==> config.mk <==
export PLATFORM = sky130hd
export DESIGN_NAME = mxu_seq
export DESIGN_NICKNAME = d
export VERILOG_FILES = /design/src/rtl/mxu_seq.sv
export SDC_FILE = /design/constraint.sdc
export NUM_CORES = 2
export LEC_CHECK = 0
export CAP_MARGIN = 25
export CORE_MARGIN = 5
export CORE_UTILIZATION = 61
export DETAILED_ROUTE_END_ITERATION = 10
export GPL_ROUTABILITY_DRIVEN = 0
export PLACE_DENSITY = 0.83
export SETUP_SLACK_MARGIN = 0.15
export SLEW_MARGIN = 25
export SYNTH_ARGS = -nofsm -noshare
export SYNTH_HDL_FRONTEND = slang
export SYNTH_SLANG_ARGS = --single-unit
==> constraint.sdc <==
create_clock -name clk -period 7 [get_ports clk]
set_input_delay 1.05 -clock clk [delete_from_list [all_inputs] [get_ports clk]]
set_output_delay 1.05 -clock clk [all_outputs]
set_load 0.005 [all_outputs]
==> src/rtl/mxu_seq.sv <==
// Sequential DIM x DIM unsigned matrix multiply Y = A*B.
// Each cycle adds one inner-product term to every output element. Elements are packed [row][col], with element (r,c) at bit offset (r*DIM+c)*width.
module mxu_seq #(
    parameter int unsigned DIM       = 4,
    parameter int unsigned WIDTH     = 8,
    parameter int unsigned OUT_WIDTH = 2 * WIDTH + $clog2(DIM)
) (
    input  logic                           clk,
    input  logic                           reset_n,
    input  logic                           in_valid,
    input  logic [DIM*DIM*WIDTH-1:0]       in0,
    input  logic [DIM*DIM*WIDTH-1:0]       in1,
    output logic [DIM*DIM*OUT_WIDTH-1:0]   out,
    output logic                           finished,
    output logic                           busy
);

    localparam int unsigned KW = (DIM > 1) ? $clog2(DIM) : 1;
    localparam int unsigned PW = 2 * WIDTH;

    typedef enum logic {S_IDLE, S_COMPUTE} state_t;

    typedef logic [DIM-1:0][DIM-1:0][WIDTH-1:0]     opnd_t;
    typedef logic [DIM-1:0][DIM-1:0][OUT_WIDTH-1:0] res_t;

    state_t        state_q, state_d;
    logic [KW-1:0] k_q, k_d;
    opnd_t         a_q, a_d, b_q, b_d;
    res_t          acc_q, acc_d, out_q, out_d, mac;
    logic          fin_q, fin_d, busy_q, busy_d;

    // One MAC step for all elements using the current inner index k
    for (genvar r = 0; r < DIM; r++) begin : g_row
        for (genvar c = 0; c < DIM; c++) begin : g_col
            assign mac[r][c] = acc_q[r][c]
                + OUT_WIDTH'(PW'(a_q[r][k_q]) * PW'(b_q[k_q][c]));
        end
    end

    always_ff @(posedge clk or negedge reset_n) begin
        if (!reset_n) begin
            state_q <= S_IDLE;
            k_q     <= '0;
            a_q     <= '0;
            b_q     <= '0;
            acc_q   <= '0;
            out_q   <= '0;
            fin_q   <= 1'b0;
            busy_q  <= 1'b0;
        end else begin
            state_q <= state_d;
            k_q     <= k_d;
            a_q     <= a_d;
            b_q     <= b_d;
            acc_q   <= acc_d;
            out_q   <= out_d;
            fin_q   <= fin_d;
            busy_q  <= busy_d;
        end
    end

    always_comb begin
        state_d = state_q;
        k_d     = k_q;
        a_d     = a_q;
        b_d     = b_q;
        acc_d   = acc_q;
        out_d   = out_q;
        fin_d   = 1'b0;
        case (state_q)
            S_IDLE: begin
                if (in_valid) begin
                    a_d     = in0;
                    b_d     = in1;
                    acc_d   = '0;
                    k_d     = '0;
                    state_d = S_COMPUTE;
                end
            end
            S_COMPUTE: begin
                acc_d = mac;
                if (k_q == KW'(DIM - 1)) begin
                    out_d   = mac;
                    fin_d   = 1'b1;
                    state_d = S_IDLE;
                end else begin
                    k_d = k_q + KW'(1);
                end
            end
            default: state_d = S_IDLE;
        endcase
        busy_d = (state_d == S_COMPUTE);
    end

    assign out      = out_q;
    assign finished = fin_q;
    assign busy     = busy_q;

endmodule

# Word-level counts from Yosys, hierarchy flattened

Index checks and enable logic that the tools add are counted.
W data, S select, Z words.

Register bits: 836
Output and inout port bits: 290
Logic and storage cells: 128

Add/subtract/negate cells: 17
Multiply operators: 16
Magnitude comparators: 1
Eq/ne operators: 3
Muxes and demuxes: 20
Bitwise gates (word level): 1
Reduce and logical (&&, ||, !) cells: 3

Operator list:

| cell                  | number |
|---|---|
| $pmux W288 S2         | 1 |
| $add A18 B16 Y18      | 16 |
| $mux W288             | 1 |
| $mul A8 B8 Y16        | 16 |
| $bmux W32 S2          | 1 |
| $bmux W8 S2           | 4 |
| $mux W32              | 1 |
| $mux W8               | 4 |
| $reduce_and A2 Y1     | 3 |
| $mux W1               | 4 |
| $mux W2               | 2 |
| $ne A2 B2 Y1 const B  | 2 |
| $pmux W2 S2           | 1 |
| $lt A2 B3 Y1 const B  | 1 |
| $add A2 B1 Y2 const B | 1 |
| $eq A2 B2 Y1 const B  | 1 |
| $pmux W1 S2           | 1 |
| $not A1 Y1            | 1 |

# Depth between registers and ports, before layout

Depth in word-level cells: 5
Gate-level depth with buffers: 26
Gate-level depth less buffers: 21

# Least setup slack after synthesis

No wires, ideal clock.

Path type: register to register
From: register k_q[1]
To: register out_q, in the netlist out[123]
Library setup time: 0.125 ns
Arrival: 5.571 ns
Data required time: 6.875 ns
Setup slack: 1.304 ns
Stages on the path, launching flop included: 21
Buffers on the path: 3
Clock period less this slack: 5.696 ns
Cell sequence: dfrtp_1 clkbuf_1 clkbuf_1 mux2_2 o21ai_1 clkbuf_1 nor2_1 fa_1 inv_1 fa_1 fa_1 fa_1 inv_1 ha_1 o21ai_0 o21a_1 o31ai_1 a21o_1 a21oi_1 xnor2_1 mux2_2

Word-level cells in the longest chain between the ends: 4
Elaborated cells on any way between the ends: 8
Classes of those cells: add/sub: 1; mul: 1; eq/ne: 1; mux: 4; reduce/logical: 1

Ends and longest elaborated chain:

| item                                                             | line | text |
|---|---|---|
| start, declared                                                  | 27   | `logic [KW-1:0] k_q, k_d;` |
| start signal, assigned                                           | 52   | `k_q <= k_d;` |
| $bmux W8 S2 / $bmux W32 S2 (equally long branches)               | 36   | `+ OUT_WIDTH'(PW'(a_q[r][k_q]) * PW'(b_q[k_q][c]));` |
| $mux W8 (not written as such) / $mux W32 (equally long branches) | -    |  |
| $mul A8 B8 Y16                                                   | 36   |  |
| $add A18 B16 Y18                                                 | 36   |  |
| end signal, assigned                                             | 56   | `out_q <= out_d;` |
| end, declared                                                    | 29   | `res_t acc_q, acc_d, out_q, out_d, mac;` |

Parallel ways exist; a longest one is shown, timed or not. The select of a mux whose other input is x is not followed.
A chain may end at the register's enable or synchronous reset.

# Final worst setup path

From: register k_q[1]
To: register acc_q[51] (netlist name)

Word-level cells in the longest chain between the ends: 5
Elaborated cells on any way between the ends: 7
Classes of those cells: add/sub: 1; mul: 1; mux: 5

Ends and longest elaborated chain:

| item                                                             | line | text |
|---|---|---|
| $bmux W8 S2 / $bmux W32 S2 (equally long branches)               | 36   |  |
| $mux W8 (not written as such) / $mux W32 (equally long branches) | -    |  |
| $mul A8 B8 Y16 (*)                                               | 36   |  |
| $add A18 B16 Y18 (*)                                             | 36   |  |
| $pmux W288 S2 (*)                                                | 70   | `case (state_q)` |
| end signal, assigned                                             | 46   | `acc_q <= '0;` |
| end signal, assigned                                             | 55   | `acc_q <= acc_d;` |
| end, declared                                                    | 29   |  |

Every way passes the cells marked *; elsewhere a longest branch is shown, timed or not. The select of a mux whose other input is x is not followed.

==> reports/metrics.cfg <==
[finish]
design.final.nets = 10200
flow.area_growth_from_synthesis_pct = 15.2
filler_cell_count = 8623
drive_above_1_share_pct = 9.52

[route]
total_via_count_in_the_routed_design = 61400
remaining_antenna_violation_count_after_routing = 0
via_cell_ratio = 5.99
totalWireLength_um = 249000
routedWlPerCell_um = 24.3
drt-pass1-iter-count = 10
drt_first_iter_violations = 6562
drc_violation_count_after_routing = 0

[yosys]
post_synth_instance_area_um2 = 74900
synth.top_cells.by_area = sky130_fd_sc_hd__dfrtp_1, sky130_fd_sc_hd__fa_1, sky130_fd_sc_hd__ha_1
post_synthesis_cell_type_count = 79
synth_xor_area_share_pct = 2.13
synthesis.instances = 8088
library_cell_with_the_largest_summed_area_after_synthesis = sky130_fd_sc_hd__dfrtp_1
synth_compound_gate_area_share_pct = 9.38
synth_enable_flop_cells = 0
synth_top_family_by_area = adder cells
synth_common_cells = sky130_fd_sc_hd__inv_1, sky130_fd_sc_hd__nand2_1, sky130_fd_sc_hd__dfrtp_1, sky130_fd_sc_hd__fa_1, sky130_fd_sc_hd__nor2_1
mappedNetlistNets = 9788
netlist.area_leader.share_pct = 27.9
ys_ff_latch = 836
seq_area_frac_synth_pct = 27.9
post_synth.cell_area_avg_um2 = 9.26
simple_gate_portion_of_the_synthesized_area_pct = 12.1
async_flop_share_pct = 100
yosysMostFrequentCell = sky130_fd_sc_hd__inv_1
yosysWarningCount = 0
synthMuxAreaShare_pct = 6.49
synth_adder_area_share_pct = 32.1
synth_top_flop_cell = sky130_fd_sc_hd__dfrtp_1

[sta]
rsz_0062_raised_after_global_routing = false
setup_violations_final = 0
timing.final.ws_setup_ps = 310
finalHoldViolCount = 0
clock.fmax_mhz = 149
worst_slew_margin_rel_pct = 26.6
post-route-min-period_ps = 6690
final_layout_setup_total_negative_slack_ps = 0
worst_slew_pin_slew_ps = 1090
slew_viol_final = 0
fin_crit_sh_pct = 95.6
finalClockSkew_ps = 48.7

[critical_path]
start_kind = flop
crit_path_end_kind = flop
timing.reg2reg.setup_slack_ps = 310
worst_flop_to_flop_path_startpoint = k_q[1]$_DFFE_PN0P_
timing.critical_path.required_ps = 7630
path_class = flop to flop
rr_endpoint = acc_q[51]$_DFFE_PN0P_
worst_r2r_path_depth = 20
path_max_fanout = 20
worst_ep_arrival_ps = 7320

[global_routing]
grt_antenna_before_repair = 12
grt_pass1_wl_um = 381000
globalRouteTotalUtil_pct = 38.2
grt_pass1_vias = 65200
grt_max_degree = 167
grt-ovfl-total = 0

[clock_network]
cts_buffer_depth = 3
cts_tree = yes
tritoncts.num_buffers = 95
cts_root_buffer = sky130_fd_sc_hd__clkbuf_16
worst_setup_hold_path_clk_slew_ps = 70
clkLatencyLatePin_ps = 730
clock_sink_count = 836
cts-htree-levels = 3

[floorplanning]
row_count = 128
io-pin-count = 549
dieWidth_um = 360
initial_core_util_pct = 61.5
floorplan.die_area_um2 = 130000
die_h_um = 360
fp.coreArea_um2 = 122000

[worst_hold_path]
hold_path_class = input port to asynchronous set/reset pin

[run]
max_cap_violations = 0

[outcome]
run_status = finished clean

[placement]
detailedPlace.worstSlack_ps = 527
dp_hpwl_um = 183000
placement.io_buffers = 548

## metal layers
metal | vias to the layer above | GRT usage (%) | wire length, um
li1 | 26400 | - | -
met1 | 30100 | 46.4 | 87800
met2 | 3816 | 55.6 | 104000
met3 | 1100 | 15.4 | 34600
met4 | 18 | 26.9 | 21900
met5 | - | 0.254 | 276
## sequential cells by signal, indices dropped and copies added (netlist names)
signal / flops
finished: 1
acc_q: 288
busy: 1
a_q: 128
k_q: 2
out: 288
b_q: 128
## cells by family after synthesis
group,count (synthesis)
mux,431
xor+xnor,181
buf+inv,1945
compound gates,1032
simple gates,2222
fa+ha+maj,1441
flops,836
## worst max-delay path: stages, from the launching register on
cell	delay, ps
sky130_fd_sc_hd__dfrtp_4	600
sky130_fd_sc_hd__buf_12	230
sky130_fd_sc_hd__buf_4	250
sky130_fd_sc_hd__mux2i_1	600
sky130_fd_sc_hd__nand2_1	270
sky130_fd_sc_hd__o21a_1	360
sky130_fd_sc_hd__nand2_1	150
sky130_fd_sc_hd__fa_1	480
sky130_fd_sc_hd__fa_1	530
sky130_fd_sc_hd__inv_1	60
sky130_fd_sc_hd__fa_1	480
sky130_fd_sc_hd__inv_1	60
sky130_fd_sc_hd__fa_1	510
sky130_fd_sc_hd__inv_1	60
sky130_fd_sc_hd__ha_1	350
sky130_fd_sc_hd__a21o_1	210
sky130_fd_sc_hd__a211oi_2	340
sky130_fd_sc_hd__o21bai_1	180
sky130_fd_sc_hd__a31o_1	290
sky130_fd_sc_hd__or4b_1	470
sky130_fd_sc_hd__nand3_1	90
## worst max-delay path by stage
| stage | startpoint | endpoint | cells past startpoint |
|---|---|---|---|
| 2_1_floorplan | k_q[1]$_DFFE_PN0P_ | out[123]$_DFFE_PN0P_ | 20 |
| 3_3_place_gp | k_q[1]$_DFFE_PN0P_ | out[17]$_DFFE_PN0P_ | 19 |
| 3_5_place_dp | k_q[1]$_DFFE_PN0P_ | out[123]$_DFFE_PN0P_ | 18 |
| 4_1_cts | k_q[1]$_DFFE_PN0P_ | out[123]$_DFFE_PN0P_ | 18 |
| 5_1_grt | k_q[0]$_DFFE_PN0P_ | acc_q[233]$_DFFE_PN0P_ | 18 |
| 6_report | k_q[1]$_DFFE_PN0P_ | acc_q[51]$_DFFE_PN0P_ | 20 |
## placed cells by master (no fill, tap or decap), types with 26 or more instances in the layout
cell type                         netlist  layout
sky130_fd_sc_hd__nand3_1               42      42
sky130_fd_sc_hd__o21ai_0              220     206
sky130_fd_sc_hd__inv_1               1567    1565
sky130_fd_sc_hd__fa_1                 800     800
sky130_fd_sc_hd__a21oi_1              153     153
sky130_fd_sc_hd__clkdlybuf4s50_1        0     546
sky130_fd_sc_hd__nor2_1               675     673
sky130_fd_sc_hd__xor2_1                41      41
sky130_fd_sc_hd__a21o_1                85      85
sky130_fd_sc_hd__o21a_1                94      94
sky130_fd_sc_hd__nand2b_1              26      26
sky130_fd_sc_hd__ha_1                 641     641
sky130_fd_sc_hd__o31ai_1              100     100
sky130_fd_sc_hd__nand2_1             1261    1259
sky130_fd_sc_hd__xnor2_1              139     139
sky130_fd_sc_hd__and2_1                39      39
sky130_fd_sc_hd__mux2i_1               65      65
sky130_fd_sc_hd__o21ai_1               41      27
sky130_fd_sc_hd__a211oi_1              39      39
sky130_fd_sc_hd__mux2_2               358     358
sky130_fd_sc_hd__a22o_1                98      98
sky130_fd_sc_hd__dfrtp_1              836     833
sky130_fd_sc_hd__a31o_2                34      34
sky130_fd_sc_hd__o21bai_1              26      26
sky130_fd_sc_hd__buf_4                  0     165
sky130_fd_sc_hd__clkbuf_16              0      95
sky130_fd_sc_hd__nor3_1                35      35
## cell type report
| cell class | instances | area [um^2] | share of cell area (%) |
|---|---|---|---|
| Multi-Input combinational cell | 5307 | 46800 | 54.2 |
| Sequential cell | 836 | 20900 | 24.2 |
| Timing Repair Buffer | 735 | 7160 | 8.30 |
| Inverter | 1568 | 5900 | 6.83 |
| Clock buffer | 119 | 2570 | 2.97 |
| Tap cell | 1625 | 2030 | 2.36 |
| Clock inverter | 59 | 921 | 1.07 |
| Antenna cell | 6 | 15.0 | 0.0174 |
## repair_timing
| action | CTS | global route |
|---|---|---|
| hold buffers | 0 | 0 |
| buffers inserted | 0 | 0 |
| endpoints found under the setup margin | 0 | 1 |
| gates resized for setup | 0 | 1 |
| endpoints found under the hold margin | 0 | 0 |
## through the flow
| step | instances | hold WS [ps] | area [um^2] | util, % |
|---|---|---|---|---|
| after global routing | 10300 | 393 | 86300 | 70.8 |
| final | 10300 | 342 | 86300 | 70.8 |
| after detailed placement | 10100 | 463 | 82800 | 67.9 |
| after CTS | 10200 | 354 | 86300 | 70.8 |
| after floorplan | 8088 | 455 | 74900 | - |
| after global placement | 10100 | 457 | 82800 | 67.9 |
Power is left out: the tool's default activity adds up to more than one toggle a clock period on the data nets, which glitch-free logic cannot reach.
